==> config.mk <==
export PLATFORM = sky130hd
export DESIGN_NAME = iwdg_seq_ctrl
export DESIGN_NICKNAME = d
export VERILOG_FILES = /design/src/rtl/iwdg_seq_ctrl.sv
export SDC_FILE = /design/constraint.sdc
export NUM_CORES = 1
export LEC_CHECK = 0
export CAP_MARGIN = 10
export CORE_ASPECT_RATIO = 1.1
export CORE_MARGIN = 5
export CORE_UTILIZATION = 44
export DETAILED_ROUTE_END_ITERATION = 8
export GPL_ROUTABILITY_DRIVEN = 0
export PLACE_DENSITY_LB_ADDON = 0.1
export RECOVER_POWER = 50
export SLEW_MARGIN = 20
export SYNTH_ARGS = -nofsm -noshare
export SYNTH_HDL_FRONTEND = slang
export SYNTH_SLANG_ARGS = --single-unit
==> constraint.sdc <==
create_clock -name clk -period 2.5 [get_ports clk]
set_input_delay 0.5 -clock clk [delete_from_list [all_inputs] [get_ports clk]]
set_output_delay 0.5 -clock clk [all_outputs]
set_load 0.01 [all_outputs]
==> src/rtl/iwdg_seq_ctrl.sv <==
// iwdg_seq_ctrl: Wishbone master that unlocks, configures and periodically refreshes an IWDG slave.
// Optional ack-timeout/error handling is compiled in when IWDG_SEQ_TIMEOUT_EN is defined.
//
// state    | meaning
// IDLE     | bus idle, waiting for start
// W_START  | writing KR = 0xCCCC (start watchdog)
// W_UNLOCK | writing KR = 0x5555 (unlock PR/RLR)
// W_RLR    | writing RLR = cfg_rlr
// W_PR     | writing PR = cfg_pr
// W_RELOAD | writing KR = 0xAAAA (initial reload)
// GAP      | one idle bus cycle between config writes
// RUN      | configured, timing the next refresh
// W_KICK   | writing KR = 0xAAAA (refresh)
// ERR      | ack timeout seen; bus idle until start
module iwdg_seq_ctrl #(
  parameter int          IWDG_KR_SIZE  = 16,
  parameter int          IWDG_PR_SIZE  = 3,
  parameter int          IWDG_RLR_SIZE = 12,
  parameter int          KICK_W        = 16,
  parameter int          TIMEOUT       = 64,
  parameter logic [31:0] BASE_ADR      = 32'h0100_0000
) (
  input  logic                     clk,
  input  logic                     rst,
  input  logic                     start,
  input  logic [IWDG_PR_SIZE-1:0]  cfg_pr,
  input  logic [IWDG_RLR_SIZE-1:0] cfg_rlr,
  input  logic [KICK_W-1:0]        kick_period,
  input  logic                     kick_req,
  output logic [31:0]              adr_m2s,
  output logic [IWDG_KR_SIZE-1:0]  dat_m2s,
  output logic                     we_m2s,
  output logic                     cyc_m2s,
  output logic                     stb_m2s,
  input  logic [IWDG_KR_SIZE-1:0]  dat_s2m,
  input  logic                     ack_s2m,
  output logic                     busy,
  output logic                     running,
  output logic [KICK_W-1:0]        kick_cnt,
  output logic                     err
);

  typedef enum logic [3:0] {
    IDLE, W_START, W_UNLOCK, W_RLR, W_PR, W_RELOAD, GAP, RUN, W_KICK, ERR
  } state_t;

  localparam logic [15:0] KEY_START  = 16'hCCCC;
  localparam logic [15:0] KEY_UNLOCK = 16'h5555;
  localparam logic [15:0] KEY_RELOAD = 16'hAAAA;
  localparam logic [31:0] ADR_KR     = BASE_ADR + 32'h0;
  localparam logic [31:0] ADR_PR     = BASE_ADR + 32'h4;
  localparam logic [31:0] ADR_RLR    = BASE_ADR + 32'h8;

  state_t                    state_q, state_d;
  state_t                    gap_nxt_q, gap_nxt_d;
  logic [IWDG_PR_SIZE-1:0]   cfg_pr_q, cfg_pr_d;
  logic [IWDG_RLR_SIZE-1:0]  cfg_rlr_q, cfg_rlr_d;
  logic [KICK_W-1:0]         per_cnt_q, per_cnt_d;
  logic [KICK_W-1:0]         kick_cnt_q, kick_cnt_d;
  logic [31:0]               adr_q, adr_d;
  logic [IWDG_KR_SIZE-1:0]   dat_q, dat_d;
  logic                      cyc_q, cyc_d;
  logic                      busy_q, busy_d;
  logic                      running_q, running_d;
  logic                      err_q, err_d;
  logic                      expire;
  logic                      timeout;

  logic unused_dat;
  assign unused_dat = ^dat_s2m;

`ifdef IWDG_SEQ_TIMEOUT_EN
  localparam int WAIT_W = $clog2(TIMEOUT + 1);
  logic [WAIT_W-1:0] wait_q, wait_d;

  // Counts cycles of an open cycle without ack; restarts whenever the bus goes idle.
  always_comb begin
    wait_d  = '0;
    timeout = 1'b0;
    if (cyc_q && !ack_s2m) begin
      if (wait_q == WAIT_W'(TIMEOUT - 1)) timeout = 1'b1;
      else                                wait_d  = wait_q + WAIT_W'(1);
    end
  end

  always_ff @(posedge clk or negedge rst) begin
    if (!rst) wait_q <= '0;
    else      wait_q <= wait_d;
  end
`else
  logic [31:0] unused_timeout;
  assign unused_timeout = TIMEOUT;
  assign timeout        = 1'b0;
`endif

  always_comb begin
    state_d    = state_q;
    gap_nxt_d  = gap_nxt_q;
    cfg_pr_d   = cfg_pr_q;
    cfg_rlr_d  = cfg_rlr_q;
    per_cnt_d  = per_cnt_q;
    kick_cnt_d = kick_cnt_q;
    err_d      = err_q;
    // >= rather than == so a period shortened below the current count fires at once
    expire     = (kick_period != '0) && (per_cnt_q >= kick_period - KICK_W'(1));

    case (state_q)
      IDLE, ERR: begin
        if (start) begin
          state_d    = W_START;
          cfg_pr_d   = cfg_pr;
          cfg_rlr_d  = cfg_rlr;
          err_d      = 1'b0;
          kick_cnt_d = '0;
        end
      end
      W_START: begin
        if (ack_s2m) begin
          state_d   = GAP;
          gap_nxt_d = W_UNLOCK;
        end
      end
      W_UNLOCK: begin
        if (ack_s2m) begin
          state_d   = GAP;
          gap_nxt_d = W_RLR;
        end
      end
      W_RLR: begin
        if (ack_s2m) begin
          state_d   = GAP;
          gap_nxt_d = W_PR;
        end
      end
      W_PR: begin
        if (ack_s2m) begin
          state_d   = GAP;
          gap_nxt_d = W_RELOAD;
        end
      end
      W_RELOAD: begin
        if (ack_s2m) begin
          state_d   = RUN;
          per_cnt_d = '0;
        end
      end
      GAP: state_d = gap_nxt_q;
      RUN: begin
        // Expiry and request in the same cycle collapse into this single refresh;
        // requests arriving during W_KICK fold into it as well.
        if (expire || kick_req) begin
          state_d   = W_KICK;
          per_cnt_d = '0;
        end else begin
          per_cnt_d = per_cnt_q + KICK_W'(1);
        end
      end
      W_KICK: begin
        if (ack_s2m) begin
          state_d    = RUN;
          per_cnt_d  = '0;
          kick_cnt_d = kick_cnt_q + KICK_W'(1);
        end
      end
      default: state_d = IDLE;
    endcase

    if (timeout) begin
      state_d = ERR;
      err_d   = 1'b1;
    end

    // Bus outputs are decoded from the next state so they change on the entering edge.
    cyc_d = 1'b0;
    adr_d = adr_q;
    dat_d = dat_q;
    case (state_d)
      W_START: begin
        cyc_d = 1'b1;
        adr_d = ADR_KR;
        dat_d = IWDG_KR_SIZE'(KEY_START);
      end
      W_UNLOCK: begin
        cyc_d = 1'b1;
        adr_d = ADR_KR;
        dat_d = IWDG_KR_SIZE'(KEY_UNLOCK);
      end
      W_RLR: begin
        cyc_d = 1'b1;
        adr_d = ADR_RLR;
        dat_d = IWDG_KR_SIZE'(cfg_rlr_q);
      end
      W_PR: begin
        cyc_d = 1'b1;
        adr_d = ADR_PR;
        dat_d = IWDG_KR_SIZE'(cfg_pr_q);
      end
      W_RELOAD, W_KICK: begin
        cyc_d = 1'b1;
        adr_d = ADR_KR;
        dat_d = IWDG_KR_SIZE'(KEY_RELOAD);
      end
      default: ;
    endcase
    busy_d    = !(state_d inside {IDLE, RUN, ERR});
    running_d = (state_d == RUN);
  end

  always_ff @(posedge clk or negedge rst) begin
    if (!rst) begin
      state_q    <= IDLE;
      gap_nxt_q  <= IDLE;
      cfg_pr_q   <= '0;
      cfg_rlr_q  <= '0;
      per_cnt_q  <= '0;
      kick_cnt_q <= '0;
      adr_q      <= '0;
      dat_q      <= '0;
      cyc_q      <= 1'b0;
      busy_q     <= 1'b0;
      running_q  <= 1'b0;
      err_q      <= 1'b0;
    end else begin
      state_q    <= state_d;
      gap_nxt_q  <= gap_nxt_d;
      cfg_pr_q   <= cfg_pr_d;
      cfg_rlr_q  <= cfg_rlr_d;
      per_cnt_q  <= per_cnt_d;
      kick_cnt_q <= kick_cnt_d;
      adr_q      <= adr_d;
      dat_q      <= dat_d;
      cyc_q      <= cyc_d;
      busy_q     <= busy_d;
      running_q  <= running_d;
      err_q      <= err_d;
    end
  end

  assign adr_m2s  = adr_q;
  assign dat_m2s  = dat_q;
  assign cyc_m2s  = cyc_q;
  assign stb_m2s  = cyc_q;
  assign we_m2s   = cyc_q;
  assign busy     = busy_q;
  assign running  = running_q;
  assign kick_cnt = kick_cnt_q;
  assign err      = err_q;

endmodule
Yosys cells after proc, flatten, opt, wreduce, memory -nomap -nowiden
Cells that the tools add are included.
{"block": "totals", "mem_bits_ro": 0, "ff_bits": 106, "ram_bits": 0, "latch_bits": 0, "output_inout_bits": 70, "n_memories": 0, "input_bits": 52}
{"block": "classes", "add_sub_neg": 3, "order_cmp": 1, "eq_ne": 24, "multipliers": 0, "bitwise_logic": 0, "mux": 19, "reduce_logical": 22, "div": 0, "shift": 0}
{"op": "32-bit one-hot mux with 3 select lines", "n": 1}
{"op": "16-bit one-hot mux with 5 select lines", "n": 1}
{"op": "16-bit two-way mux", "n": 4}
{"op": "16-bit one-hot mux with 2 select lines", "n": 2}
{"op": "16-bit by 1-bit adder with 16-bit output (second input constant)", "n": 2}
{"op": "4-bit two-way mux", "n": 8}
{"op": "4-bit by 3-bit equality test with 1-bit output (second input constant)", "n": 7}
{"op": "4-bit one-hot mux with 5 select lines", "n": 1}
{"op": "4-bit by 2-bit equality test with 1-bit output (second input constant)", "n": 4}
{"op": "4-bit equality test (second input constant)", "n": 4}
{"op": "16-bit >= comparator", "n": 1}
{"op": "4-bit one-hot mux with 4 select lines", "n": 1}
{"op": "16-bit nonzero test", "n": 1}
{"op": "16-bit by 1-bit subtractor with 16-bit output (second input constant)", "n": 1}
{"op": "2-bit inequality test (second input constant)", "n": 6}
{"op": "4-bit by 1-bit equality test with 1-bit output (second input constant)", "n": 2}
{"op": "4-bit zero test", "n": 2}
{"op": "4-bit OR reduction", "n": 2}
{"op": "3-bit nonzero test", "n": 2}
{"op": "2-bit OR reduction", "n": 3}
{"op": "6-bit OR reduction", "n": 1}
{"op": "5-bit AND reduction", "n": 1}
{"op": "5-bit nonzero test", "n": 1}
{"op": "2-bit AND reduction", "n": 2}
{"op": "8 further kinds", "n": 9}

Longest topological paths before layout
Gate-level depths: netlist (run 1).
{"block": "logic_depth", "depth_word": 9, "depth_mapped": 16, "ltp_nobuf": 15}

Worst setup path after synthesis (run 1)
Ideal clock, no wire load.
{"block": "synth_path", "path_type": "input -> register", "start": "input kick_period[4]", "end": "register dat_q[9] (netlist: dat_m2s[9])", "setup_slack_ns": -1.226, "t_required_ns": 2.374, "setup_time_ns": 0.126, "path_stages": 14, "arrival_time_ns": 3.600, "path_cell_list": "or4_4 nor3_4 nor2b_1 nand2_1 xor2_1 ha_1 nand4_1 nor3_1 or4b_1 nand3_1 a21oi_4 and2_4 buf_6 a221o_1"}
{"block": "synth_via", "elab_chain_cells": 9}
{"element": "from (decl)", "line_no": "28", "text": "input logic [KICK_W-1:0] kick_period,"}
{"element": "16-bit by 1-bit subtractor with 16-bit output", "line_no": "105", "text": "expire = (kick_period != '0) && (per_cnt_q >= kick_period - KICK_W'(1));"}
{"element": "16-bit >= comparator", "line_no": "105"}
{"element": "1-bit logical AND (*)", "line_no": "105"}
{"element": "1-bit logical OR (*)", "line_no": "151", "text": "if (expire || kick_req) begin"}
{"element": "4-bit two-way mux (*)", "line_no": "151"}
{"element": "4-bit one-hot mux with 5 select lines (*)", "line_no": "107", "text": "case (state_q)"}
{"element": "4-bit by 3-bit equality test with 1-bit output / 4-bit equality test (equally long branches)", "line_no": "177", "text": "case (state_d)"}
{"element": "2-bit OR reduction"}
{"element": "16-bit one-hot mux with 5 select lines / 5-bit nonzero test (equally long branches)"}
{"element": "to (signal assigned)", "line_no": "231", "text": "dat_q <= dat_d;"}
{"element": "to (decl)", "line_no": "61", "text": "logic [IWDG_KR_SIZE-1:0] dat_q, dat_d;"}
Mark *: on every way between the ends. The rest lies on a longest branch, timed or not.
A chain may end at the register's enable or synchronous reset.

Worst setup path after layout (run 1)
{"block": "layout_path", "start": "input kick_period[4]", "end": "register dat_q[8] (netlist: dat_m2s[8])"}
Same word-level chain as after synthesis.

==> run summary, run 1 <==
Status - finished with violations
Failing checks - capacitance limit, slew limit, setup timing
Leakage power - 2.89 nW
Starting Density - 0.444
Drt via density - 5.12
Antenna cells - 0
Crit path to - dat_m2s[8]
Die Area - 12500 um^2
Growth of design area from synthesis to finish - 39.5%
Num rows - 39
Max-slew violation count - 77
Hold crit path type - reg2reg
Num CTS Buffers - 9
Worst setup margin - -833 ps
Cell variety after synth - 66
First-pass GRT wire length - 18000 um
Drt first pass iters - 4
Fmax - 300 MHz
Worst slew pin tran - 1850 ps
Slowest CP cell - or4_4
GRT Total Usage - 0.182
Combinational share of power - 0.500
Hold Fails Final Rpt - 0
Ys async rst share - 1.00
Hold Path Depth - 1
Largest stage delay, worst path - 540 ps
Final Non-Filler Cells - 735
Worst IR Drop VDD - 0.749 mV
RSZ-0062 raised after global routing - yes
Synth top area share - 0.418
Clock Skew - 5.09 ps
Power Density - 1040 nW/um^2
Hold buffers post-CTS - 0
DRT iter0 DRCs - 189
Clk root buf - clkbuf_16
Largest net degree at the start of global routing - 77
Nets - 680
Core area - 10200 um^2
Clock Pin Slew Worst Setup and Hold Paths - 60 ps
Clock network power share - 0.209
Clock buffer depth - 2
CP Launch Point - kick_period[4]
WP data required - 2710 ps
Antenna violations before repair - 0
Startpoint types - primary input
I/O pin cnt - 122
Cell Chain, Critical Path - buf_6 > or4_4 > nor3_4 > nor2b_4 > nand2_2 > xor2_1 > ha_1 > nand4_1 > nor3_2 > or4b_4 > nand3_4 > a21oi_4 > and2_4 > a221o_1
# DRC - 0
Pre-CTS setup slack - -1600 ps
GRT overflow - 0
Gate Count Post-Synth - 458
P_sw - 0.00234 W
CTS tree - built
Cell count after placement - 708
Seq pwr share - 0.291
Period utilisation layout - 1.33
Antenna Violating Nets Remaining - 0
Routed WL - 11000 um
Top_reg_cell synth - dfrtp_1
R2r setup slk - -10 ps
Routed WL per cell - 15.0 um
Data arrival time of the worst path - 3550 ps
Post-synthesis sequential area ratio - 0.418
Layout cells sized above 1 - 0.266
Crit. End Element - register
CTS sink count - 76
P_int - 0.00423 W
Top fanout value on the critical path - 7
Die width - 107 um
Synthesized flop and latch total - 76
DP Wirelength - 8120 um
Reg2reg start - state_q[1]
Final min period - 3330 ps
Clk Latency, worst-skew pair - 330 ps
DR top layer - met4
Number of flops mapped to enable cells by yosys - 0
Crit Reg-Reg Endpoint - dat_m2s[11]
Rel. slew slack - -0.234
WS Path Type - in2reg
Max_cap viols - 1
Die height - 117 um
H-tree Lvls - 3
Vias in the first global route - 3788
Syn_area_per_cell - 9.93 um^2
Setup violations, final - 42
Met2 WL - 5410 um
Met1 wire length - 4900 um
Post-synthesis cell area - 4550 um^2
Synth top area cells - dfrtp_1 42%, buf_4 5.8%, ha_1 5.5%, xor2_1 3.9%, mux2_2 3.7%
Sw Ratio - 0.357
Met3 WL post-DR - 489 um
Via count of the routed design - 3764
PortBufs - 75
FF-to-FF path depth - 8
Area leader, netlist - dfrtp_1
Fin Setup TNS - -30900 ps
Synthesis Warnings - 0
## cell usage in the layout (no fill, tap or decap), drive strengths merged, types with 18 or more instances in the layout
cell type | netlist | final
buf | 42 | 84
dfrtp | 76 | 76
clkdlybuf4s50 | 0 | 68
nor2 | 44 | 44
nand2 | 36 | 36
conb | 1 | 30
a21oi | 21 | 21
xor2 | 20 | 20
ha | 20 | 20
nand3 | 18 | 18
## registers in the layout, summed over array words and instances (netlist names), 3 cells and up
signal     flops
adr_m2s        3
cfg_pr_q       3
cfg_rlr_q     12
dat_m2s       16
gap_nxt_q      3
kick_cnt      16
per_cnt_q     16
state_q        4
## synthesized netlist by cell type, drive strengths merged, types with 4 or more instances
cell type  count
a211oi         4
a21o           7
a21oi         21
a221o          4
a2bb2oi        5
and2           7
and3           4
buf           42
clkbuf         4
dfrtp         76
ha            20
inv           15
mux2          15
nand2         36
nand2b         4
nand3         18
nand4          8
nor2          44
nor2b          6
nor3          11
nor4           6
o21ai         17
o22ai          4
or3            5
xnor2         17
xor2          20
## metrics by stage
stage	util	area (um^2)	total power (W)	hold WS (ps)
final	0.619	6350	0.00657	486
after global routing	0.619	6350	0.00702	518
after CTS	0.611	6260	0.00655	346
after detailed placement	0.565	5790	0.00487	475
after global placement	0.565	5790	0.00480	480
after floorplan	-	4690	0.00367	204
## metal layers
| layer | track usage | vias up |
|---|---|---|
| li1 | - | 1858 |
| met1 | 0.222 | 1806 |
| met2 | 0.309 | 83 |
| met3 | 0.0481 | 17 |
| met4 | 0.0733 | 0 |
| met5 | 0 | - |
## layout make-up
class | instances | area, um^2
repair buffers | 156 | 1360
fillers | 892 | 3900
clock buffers | 9 | 225
multi-input cells | 350 | 2550
inverters | 15 | 63.8
clock inverters | 6 | 88.8
flip-flops and latches | 76 | 1900
well taps | 123 | 154
## power groups by stage
stage	clock (W)	sequential [W]	combinational, W
floorplan	0	0.00189	0.00178
detailed placement	0	0.00192	0.00295
CTS	0.00140	0.00191	0.00324
finish	0.00137	0.00191	0.00329
global route	0.00146	0.00196	0.00360
global placement	0	0.00192	0.00288
## what timing repair did
action / CTS / global route
setup buffers: 9 / 3
resized for setup: 39 / 19
pin swaps: 20 / 2
endpoints found under the setup margin: 42 / 44
gates cloned: 0 / 1
## critical path: cells and delay by family
family	cells	cell delay, ps
fa+ha+maj	1	290
xor+xnor	1	160
simple gates	9	2080
compound gates	2	420
buf+inv	1	90
## cells by family after synthesis
kind of cell	share of synthesized area
compound gates	0.140
xor+xnor	0.0712
fa+ha+maj	0.0550
buf+inv	0.0842
flops	0.418
mux	0.0371
other cells	0.000824
simple gates	0.193
## worst min path at each step
stage	slack, ps	endpoint	from
2_1_floorplan	200	adr_m2s[24]	rst
3_3_place_gp	480	dat_m2s[12]	dat_m2s[12]
3_5_place_dp	480	dat_m2s[13]	dat_m2s[13]
4_1_cts	350	kick_cnt[1]	rst
5_1_grt	520	adr_m2s[24]	adr_m2s[24]
6_report	490	dat_m2s[13]	dat_m2s[13]
(Power assumes the default switching activity.)
==> run 2, diff against run 1 <==
--- a/config.mk
+++ b/config.mk
@@ -8,7 +8,8 @@
 export CAP_MARGIN = 10
 export CORE_ASPECT_RATIO = 1.1
 export CORE_MARGIN = 5
-export CORE_UTILIZATION = 44
+export CORE_UTILIZATION = 46
+export CTS_BUF_LIST = sky130_fd_sc_hd__clkbuf_4 sky130_fd_sc_hd__clkbuf_8
 export DETAILED_ROUTE_END_ITERATION = 8
 export GPL_ROUTABILITY_DRIVEN = 0
 export PLACE_DENSITY_LB_ADDON = 0.1
==> run 2 against run 1 <==
Net effect:
- the run ends with setup timing left
- critical path depth is 1 higher
- combinational power is 2% lower
- first-iteration DRC count is 32% lower
- critical path type unchanged
- largest cell class unchanged
==> run summary, run 2 (same netlist as run 1, synthesis figures left out) <==
H-tree Lvls - 3
Clock Pin Slew Worst Setup and Hold Paths - 80 ps
Setup violations, final - 42
Worst slew pin tran - 982 ps
Layout cells sized above 1 - 0.256
CTS sink count - 76
Via count of the routed design - 3718
Nets - 672
Clock Skew - 7.37 ps
Dpl cell area - 5780 um^2
GR Util met2 - 0.320
Data arrival time of the worst path - 3580 ps
Post-Route Utilization - 0.629
Drt via density - 5.13
Cell area after layout - 6160 um^2
Rel. slew slack - 0.345
Worst setup margin - -839 ps
Max_cap viols - 0
Sw Ratio - 0.373
Die Area - 12000 um^2
Commonest non-fill, non-tap cell in the layout - dfrtp_1
CTS tree - built
Final min period - 3340 ps
# DRC - 0
Hold slack - 280 ps
Routed WL per cell - 15.3 um
First-pass GRT wire length - 18500 um
Global routing's busiest layer - met2
WS Path Type - in2reg
Fmax - 299 MHz
Leakage power - 2.82 nW
P_sw - 0.00227 W
Period utilisation layout - 1.34
Hold buffers post-CTS - 0
Clk root buf - clkbuf_8
Die height - 114 um
Top fanout value on the critical path - 7
Commonest non-fill, non-tap cells in the layout - 76 x dfrtp_1, 67 x clkdlybuf4s50_1, 66 x buf_4, 43 x nor2_1, 31 x nand2_1
Worst IR Drop VDD - 0.704 mV
FF-to-FF path depth - 11
Clock network power share - 0.157
WP data required - 2740 ps
PortBufs - 75
Num CTS Buffers - 9
Routed WL - 11100 um
Crit. End Element - register
Clk Latency, worst-skew pair - 350 ps
GRT overflow - 0
Failing checks - setup timing
Clock buffer depth - 2
DRT iter0 DRCs - 128
I/O pin cnt - 122
Hold Fails Final Rpt - 0
Status - finished with violations
GR Util met3 - 0.0536
Vias in the first global route - 3932
Pre-CTS setup slack - -1650 ps
Antenna Violating Nets Remaining - 0
Hold crit path type - in2async
GR Util met1 - 0.239
P_int - 0.00382 W
Largest net degree at the start of global routing - 41
Power Density - 990 nW/um^2
Die width - 105 um
Startpoint types - primary input
Drt first pass iters - 4
Combinational share of power - 0.530
Final Non-Filler Cells - 725
Num rows - 38
GRT Total Usage - 0.190
Starting Density - 0.464
DP Wirelength - 8300 um
Max-slew violation count - 0
Antenna violations before repair - 0
Core area - 9790 um^2
Antenna cells - 0
Cell count after placement - 700
RSZ-0062 raised after global routing - yes
Seq pwr share - 0.313
Growth of design area from synthesis to finish - 35.4%
## run 2: changes by cell type in the layout (fill, tap and decap cells not counted), sizes merged
cell / before / now
clkdlybuf4s50: 68 / 67
clkbuf: 11 / 14
clkinv: 1 / 3
inv: 16 / 15
clkdlybuf4s15: 0 / 1
bufinv: 2 / 1
buf: 84 / 75
dlygate4sd2: 2 / 3
clkinvlp: 2 / 0
## run 2: what timing repair did
action	CTS	global route
pin swaps	19	5
buffers inserted	6	3
resized for setup	36	16
setup endpoints to repair	42	42
## run 2: stage by stage
| stage | setup TNS [ps] | power, W |
|---|---|---|
| after floorplan | -34850 | 0.00367 |
| after global placement | -60430 | 0.00482 |
| after detailed placement | -64620 | 0.00492 |
| after CTS | -33150 | 0.00604 |
| after global routing | -39990 | 0.00652 |
| final | -32370 | 0.00610 |
## run 2: worst paths after layout
kind,startpoint,end,slack (ps)
min in group clk,adr_m2s[2],adr_m2s[2],510
min,rst,kick_cnt[3],280
min reg2reg,adr_m2s[2],adr_m2s[2],510
max in group asynchronous,rst,cfg_rlr_q[0],710
max reg2reg,per_cnt_q[0],dat_m2s[5],100
max,kick_period[4],dat_m2s[5],-840
## run 2: area by class of cell
cell class	count	area, um^2
Fill cell	822	3630
Multi-Input combinational cell	350	2530
Sequential cell	76	1900
Timing Repair Buffer	148	1320
Clock buffer	12	153
Tap cell	120	150
Inverter	15	63.8
Clock inverter	4	48.8
## run 2: critical path, cell delays in order
cell     delay, ps
buf_6           90
or4_4          540
nor3_4         180
buf_6          130
nor2b_4        160
nand2_2         70
xor2_1         140
ha_1           290
nand4_1        130
nor3_2         150
or4b_4         500
nand3_4        120
a21oi_4         60
and2_4         200
a221o_1        310
## run 2: routing by layer
metal / up-vias / share of wire
met2: 88 / 0.50
met3: 7 / 0.048
met4: 0 / 0.0078
met1: 1789 / 0.44
met5: - / 0
li1: 1834 / -
## run 2: power by group through the flow
stage                     clock network, W  registers [W]  logic (W)
final                             0.000959        0.00191    0.00323
after CTS                         0.000983        0.00191    0.00315
after global routing               0.00104        0.00195    0.00353
after global placement                   0        0.00191    0.00291
after floorplan                          0        0.00189    0.00178
after detailed placement                 0        0.00192    0.00299
